==> config.mk <==
export PLATFORM = sky130hd
export DESIGN_NAME = switch_ctrl
export DESIGN_NICKNAME = d
export VERILOG_FILES = /design/src/rtl/switch_ctrl.sv
export SDC_FILE = /design/constraint.sdc
export NUM_CORES = 1
export LEC_CHECK = 0
export BUFFER_PORTS_ARGS = -buffer_cell sky130_fd_sc_hd__buf_2
export CAP_MARGIN = 20
export CORE_MARGIN = 2
export CORE_UTILIZATION = 50
export DETAILED_ROUTE_END_ITERATION = 6
export GPL_ROUTABILITY_DRIVEN = 0
export PLACE_DENSITY = 0.67
export REMOVE_ABC_BUFFERS = 1
export SLEW_MARGIN = 25
export SYNTH_ARGS = -nofsm -noshare
export SYNTH_HDL_FRONTEND = slang
export SYNTH_SLANG_ARGS = --single-unit
==> constraint.sdc <==
create_clock -name clk -period 3.35 [get_ports clk]
set_input_delay 0.335 -clock clk [delete_from_list [all_inputs] [get_ports clk]]
set_output_delay 0.335 -clock clk [all_outputs]
set_load 0.03 [all_outputs]
==> src/rtl/switch_ctrl.sv <==
// Dual-CPU host selector: heartbeat watchdogs, guarded switchover FSM,
// commanded and automatic failover with event pulse and failover counter.
module switch_ctrl #(
  parameter logic [23:0] HB_TIMEOUT = 24'd10_000_000,
  parameter logic [15:0] GUARD      = 16'd1000
) (
  input  logic       clk,
  input  logic       rst_n,
  input  logic       force_swi,
  input  logic       com_swi,
  input  logic       reset_a_signal,
  input  logic       reset_b_signal,
  input  logic       power_on_A,
  input  logic       power_on_B,
  input  logic       hb_a,
  input  logic       hb_b,
  output logic       switch,
  output logic       sw_event,
  output logic       fault_a,
  output logic       fault_b,
  output logic [7:0] sw_count,
  output logic [1:0] state
);

  localparam logic [1:0] ACT_A = 2'd0;
  localparam logic [1:0] GRD_B = 2'd1;
  localparam logic [1:0] ACT_B = 2'd2;
  localparam logic [1:0] GRD_A = 2'd3;

  // GUARD of 0 or 1 both collapse to a single guard cycle
  localparam logic [15:0] G_LAST =
    (GUARD > 16'd1) ? GUARD - 16'd1 : 16'd0;

  logic [2:0]  sa, sb;
  logic        beat_a, beat_b;
  logic [23:0] wd_a, wd_b;
  logic        healthy_a, healthy_b;
  logic [15:0] gcnt;
  logic        pend_v, pend_b;
  logic [1:0]  nxt;
  logic        auto_sw;
  logic        req_v, req_b;
  logic        in_grd, nxt_grd;

  // [0],[1] synchronise, [2] holds the previous level for edge detect
  assign beat_a = sa[1] ^ sa[2];
  assign beat_b = sb[1] ^ sb[2];

  assign healthy_a = (wd_a != HB_TIMEOUT) & power_on_A & ~reset_a_signal;
  assign healthy_b = (wd_b != HB_TIMEOUT) & power_on_B & ~reset_b_signal;

  assign switch  = state[1] ^ state[0];
  assign in_grd  = (state == GRD_A) || (state == GRD_B);
  assign nxt_grd = (nxt == GRD_A) || (nxt == GRD_B);

  always_ff @(posedge clk or negedge rst_n) begin
    if (!rst_n) begin
      sa      <= '0;
      sb      <= '0;
      wd_a    <= '0;
      wd_b    <= '0;
      fault_a <= 1'b0;
      fault_b <= 1'b0;
    end else begin
      sa      <= {sa[1:0], hb_a};
      sb      <= {sb[1:0], hb_b};
      fault_a <= ~healthy_a;
      fault_b <= ~healthy_b;
      if (reset_a_signal || beat_a)
        wd_a <= '0;
      else if (wd_a != HB_TIMEOUT)
        wd_a <= wd_a + 24'd1;
      if (reset_b_signal || beat_b)
        wd_b <= '0;
      else if (wd_b != HB_TIMEOUT)
        wd_b <= wd_b + 24'd1;
    end
  end

  // a fresh command in the first ACT cycle overrides a latched one
  assign req_v = force_swi | pend_v;
  assign req_b = force_swi ? com_swi : pend_b;

  always_comb begin
    nxt     = state;
    auto_sw = 1'b0;
    unique case (state)
      ACT_A: begin
        if (req_v) begin
          if (req_b) nxt = GRD_B;
        end else if (fault_a && !fault_b) begin
          nxt     = GRD_B;
          auto_sw = 1'b1;
        end
      end
      ACT_B: begin
        if (req_v) begin
          if (!req_b) nxt = GRD_A;
        end else if (fault_b && !fault_a) begin
          nxt     = GRD_A;
          auto_sw = 1'b1;
        end
      end
      GRD_B: if (gcnt >= G_LAST) nxt = ACT_B;
      GRD_A: if (gcnt >= G_LAST) nxt = ACT_A;
      default: nxt = ACT_A;
    endcase
  end

  always_ff @(posedge clk or negedge rst_n) begin
    if (!rst_n) begin
      state    <= ACT_A;
      sw_event <= 1'b0;
      gcnt     <= '0;
      pend_v   <= 1'b0;
      pend_b   <= 1'b0;
      sw_count <= '0;
    end else begin
      state    <= nxt;
      sw_event <= (nxt[1] ^ nxt[0]) != switch;
      if (nxt_grd && in_grd)
        gcnt <= gcnt + 16'd1;
      else
        gcnt <= '0;
      if (in_grd) begin
        if (force_swi) begin
          pend_v <= 1'b1;
          pend_b <= com_swi;
        end
      end else begin
        pend_v <= 1'b0;
      end
      if (auto_sw && sw_count != 8'hFF)
        sw_count <= sw_count + 8'd1;
    end
  end

endmodule
Word level (Yosys, flattened, before mapping)
Index checks and enable logic that the tools add are counted.
- bits of input ports: 10
- register bits after elaboration: 85
- output and inout port bits: 14
- equal/unequal tests: 10
- order comparisons: 1
- reduce and logical (&&, ||, !) cells: 13
- add/subtract/negate cells: 4
- bitwise operators: 13
- multiplexer cells: 22
- operators by type and width (cell ; number):
    24-bit two-way mux ; 4
    24-bit by 1-bit adder with 24-bit output, second input constant ; 2
    24-bit inequality test, second input constant ; 2
    16-bit by 1-bit adder with 16-bit output, second input constant ; 1
    16-bit by 10-bit greater-or-equal comparator with 1-bit output, second input constant ; 1
    16-bit two-way mux ; 1
    2-bit two-way mux ; 8
    8-bit by 1-bit adder with 8-bit output, second input constant ; 1
    8-bit inequality test, second input constant ; 1
    2-bit case mux with 4 select lines ; 1
    1-bit two-way mux ; 7
    2-bit == test, second input constant ; 3
    1-bit bitwise AND ; 4
    2-bit by 1-bit == test with 1-bit output, second input constant ; 2
    1-bit logical AND ; 4
    1-bit logical OR ; 4
    1-bit inverter ; 4
    2-bit nonzero test ; 2
    1-bit XOR ; 4
    1-bit zero test ; 2
    2-bit zero test ; 1
    2-bit inequality test, second input constant ; 1
    1-bit case mux with 2 select lines ; 1
    1-bit inequality test ; 1
    1-bit bitwise OR ; 1

Longest topological paths before layout
- word-level depth: 9
- depth in mapped cells: 8

Worst setup path after synthesis
No wires, ideal clock.
- path type: register to register
- start: register state[1]
- end: register gcnt[10]
- data required time: 3.214 ns
- path buffers: 1
- arrival time: 2.264 ns
- stages on the path, launching flop included: 9
- clock period less this slack: 2.400 ns
- slack: 0.950 ns
- cell sequence: dfrtp_1 inv_1 ha_1 nor2_1 nor4_2 a211o_1 a22oi_2 clkbuf_1 nor3_1
- longest elaborated chain between the ends: 7
- elaborated cells between the ends (all ways): 19
- classes of those cells: 5 x eq/ne; 10 x mux; 4 x reduce/logical
- RTL lines (what ; line ; RTL):
    start: declaration ; 22 ; output logic [1:0] state
    start signal: assignment ; 119 ; state <= nxt;
    2-bit two-way mux, on equally long branches ; n/a ;
    2-bit two-way mux, on equally long branches ; 97, 89 ;
    2-bit case mux with 4 select lines ; 87 ; unique case (state)
    2-bit == test or 2-bit by 1-bit == test with 1-bit output (tied branches) ; 54 ; assign nxt_grd = (nxt == GRD_A) || (nxt == GRD_B);
    1-bit logical OR ; 54 ;
    1-bit logical AND (*) ; 121 ; if (nxt_grd && in_grd)
    16-bit two-way mux (*) ; 121 ;
    end signal: assignment ; 122 ; gcnt <= gcnt + 16'd1;
    end: declaration ; 38 ; logic [15:0] gcnt;
Every way passes the cells marked *; elsewhere a longest branch is shown, timed or not.
A chain may end at the register's enable or synchronous reset.

Final worst setup path
- start: register state[1]
- end: register gcnt[2]
Same word-level chain as after synthesis.

==> qor.tcl <==
set qor(run_status) {complete, no violations}
set qor(largest_delay_contributor_family_on_the_critical_path) {compound AO/OA/AOI/OAI gates}
set qor(finalSetupViolCount) 0
set qor(setup.worst_path.start_class) {flop}
set qor(die_height_um) 96.9
set qor(n_diodes) 0
set qor(cts-root-buf) {clkbuf_8}
set qor(start_util_pct) 51.9
set qor(clock_skew_ns) 0.0164
set qor(post_synth_main_area_contributors) {dfrtp_1, xor2_1, nor2_1}
set qor(postCtsSetupBuffers) 0
set qor(boundaryPins) 24
set qor(complex_gate_fraction_of_the_synthesized_area_pct) 5.22
set qor(fmax_mhz) 443
set qor(critical_path_class) {reg -> reg}
set qor(static-leakage-power_nw) 1.97
set qor(ys.flop_type) {dfrtp_1}
set qor(area.growth.synth_to_final_pct) 9.29
set qor(cts_max_level) 3
set qor(postCtsResizedCells) 0
set qor(yosys-mux-area-fraction_pct) 0.987
set qor(timing.slew.headroom_pct) 36.0
set qor(dr_vias) 3194
set qor(pd_cells_nw_per_um2) 480
set qor(finalNonFillerCells) 568
set qor(holdCritPathClass) {in -> reg}
set qor(rsz0062_at_grt) {no}
set qor(multi_input_area_um2) 2070
set qor(grt_antenna_before_repair) 0
set qor(post_route_cells_drive_above_1_share_pct) 11.7
set qor(cp_max_fo) 17
set qor(tritoncts) {built}
set qor(drv.max_cap_violation_count) 0
set qor(regArea_um2) 2130
set qor(crit_path_top_delay_cell) {a22oi_2}
set qor(synth_area_in_simple_gates_pct) 26.4
set qor(synth_top_cell_area_share_pct) 49.3
set qor(synth-async-reset-ratio_pct) 100
set qor(layout.nets) 478
set qor(slew_violations) 0
set qor(core_area_um2) 8300
set qor(wirelength_um) 8170
set qor(ys_seq_elements) 85
set qor(route.detailed.drc) 0
set qor(synth_xor_area_share_pct) 12.6
set qor(cp-end-kind) {flop}
set qor(power.ir.vdd_worst_mv) 0.441
set qor(detailedPlace.worstSlack_ns) 1.13
set qor(all_layer_global_routing_usage_pct) 18.9
set qor(numCtsBuffers) 9
set qor(mappedNetlistArea_um2) 4310
set qor(totalNegativeSetupSlack_ns) 0
set qor(synth_cell_types) 50
set qor(global_route_wire_length_before_repair_um) 14700
set qor(antenna_left) 0
set qor(placement_rows) 33
set qor(crit_path_max_incr_delay_ns) 0.65
set qor(path_clk_slew_ns) 0.08
set qor(synth_largest_area_cell) {dfrtp_1}
set qor(floorplan.die.width_um) 96.9
set qor(finalWorstPathRequiredPeriod_ns) 2.26
set qor(netlist_instances) 432
set qor(largest_family_of_logic_cells_by_synthesized_area) {simple AND/OR/NAND/NOR gates}
set qor(synth_adder_area_share_pct) 2.90
set qor(synth_enable_flop_cells) 0
set qor(worst_skew_pair.late_latency_ns) 0.36
set qor(final.setup.worst_slack_ns) 1.10
set qor(synth_sequential_area_ratio_pct) 49.3
set qor(worstPathCellList) {inv_1 -> ha_1 -> nor2_1 -> nor4_2 -> a211o_1 -> a22oi_2 -> nor3_1}
set qor(required_time_of_the_critical_path_ns) 3.55
set qor(die_area_um2) 9380
set qor(grt_residual_overflow) 0
set qor(final_hold_viol_count) 0
set qor(first_global_vias) 3166
set qor(worst_slew_pin_slew_ns) 0.960
set qor(synth.avg_cell_area_um2) 9.98
set qor(critical_path.n_buffers_inverters) 1
set qor(viasPerCell) 5.62
set qor(power_total_mw) 2.26
set qor(drt_first_pass_iters) 4
set qor(max-clock-path-buffers) 2
set qor(io_buffer_count) 23
set qor(grt_max_degree) 49
set qor(yosys_warnings) 0
set qor(hpwl_um) 5630
set qor(detail_route.iter0.violations) 150
set qor(cts_sinks) 85
set qor(wl_per_cell_um) 14.4
set qor(cts_hold_repair.buffers) 1
set qor(post-route-period-util_pct) 67.3
set qor(crit_arrival_ns) 2.45
set qor(nFillCells) 719
set qor(instance_count_after_placement_with_tap_cells_included) 551
[logic make-up (layout without fill, tap and decap cells)]
logic type | after synthesis | after routing
simple gates | 213 | 213
flops | 85 | 85
xor+xnor | 62 | 62
compound gates | 31 | 31
buf+inv | 27 | 58
fa+ha+maj | 10 | 10
mux | 4 | 4
[final timing paths]
| check | startpoint | to | slack, ns | cells after the start |
|---|---|---|---|---|
| hold reg to reg | sa[0] | sa[1] | 0.35 | 0 |
| min in group asynchronous | rst_n | gcnt[13] | 0.53 | 2 |
| max in group asynchronous | rst_n | wd_b[14] | 2.11 | 3 |
| setup reg to reg | state[1] | gcnt[2] | 1.10 | 7 |
| hold / removal | hb_b | sb[0] | 0.08 | 1 |
| setup / recovery | state[1] | gcnt[2] | 1.10 | 7 |
[sequential cells by signal, summed over array words and instances (netlist names)]
| register | count |
|---|---|
| fault_a | 1 |
| sw_event | 1 |
| wd_b | 24 |
| fault_b | 1 |
| sa | 3 |
| gcnt | 16 |
| sw_count | 8 |
| sb | 3 |
| wd_a | 24 |
| state | 2 |
| pend_v | 1 |
| pend_b | 1 |
[power by group]
group | switching [mW] | internal, mW
logic | 0.318 | 0.156
clock network | 0.373 | 0.267
registers | 0.0642 | 1.08
total | 0.756 | 1.50
[metrics by stage]
| step | instance area, µm² | utilization (%) | hold WS [ns] |
|---|---|---|---|
| global route | 4710 | 56.8 | 0.0602 |
| global placement | 4530 | 54.6 | 0.338 |
| CTS | 4710 | 56.8 | 0.0658 |
| finish | 4710 | 56.8 | 0.0802 |
| detailed placement | 4530 | 54.6 | 0.335 |
| floorplan | 4250 | - | 0.0394 |
[layout by cell type, fill, tap and decap left out, types with 9 or more instances in the layout]
cell type,n
nand3_1,21
nand4_1,23
nor3_1,21
and3_1,11
clkbuf_8,9
nand2_1,26
buf_2,22
nor2_1,59
xnor2_1,25
inv_1,14
ha_1,10
xor2_1,37
dfrtp_1,85
[cell type report]
cell class | instances | share of cell area, %
inverters | 14 | 1.12
flip-flops and latches | 85 | 45.2
well taps | 105 | 2.79
clock inverters | 6 | 0.850
multi-input cells | 320 | 44.0
clock buffers | 10 | 2.71
repair buffers | 28 | 3.35
[synthesized netlist by cell type, types with 3 or more instances]
library cell	instances
nor4_1	7
and4_1	4
nand3_1	21
or3b_2	3
nor3_1	21
ha_1	10
or4_1	3
and3_1	11
nand4_1	23
o21ai_0	6
nand2b_1	5
nor3b_1	3
inv_1	14
nor4b_1	4
nor2_1	59
a21oi_1	6
and2_1	4
or3_1	5
a211o_1	4
xor2_1	37
xnor2_1	25
dfrtp_1	85
nand2_1	26
clkbuf_1	12
[layer usage]
layer	routed length (µm)	share of wire (%)	vias up	track usage [%]
li1	-	-	1568	-
met5	0	0	-	0
met4	109	1.3	0	6.07
met1	4090	50	1579	27.3
met3	204	2.5	10	3.83
met2	3760	46	37	28.9
(Power assumes the default switching activity.)
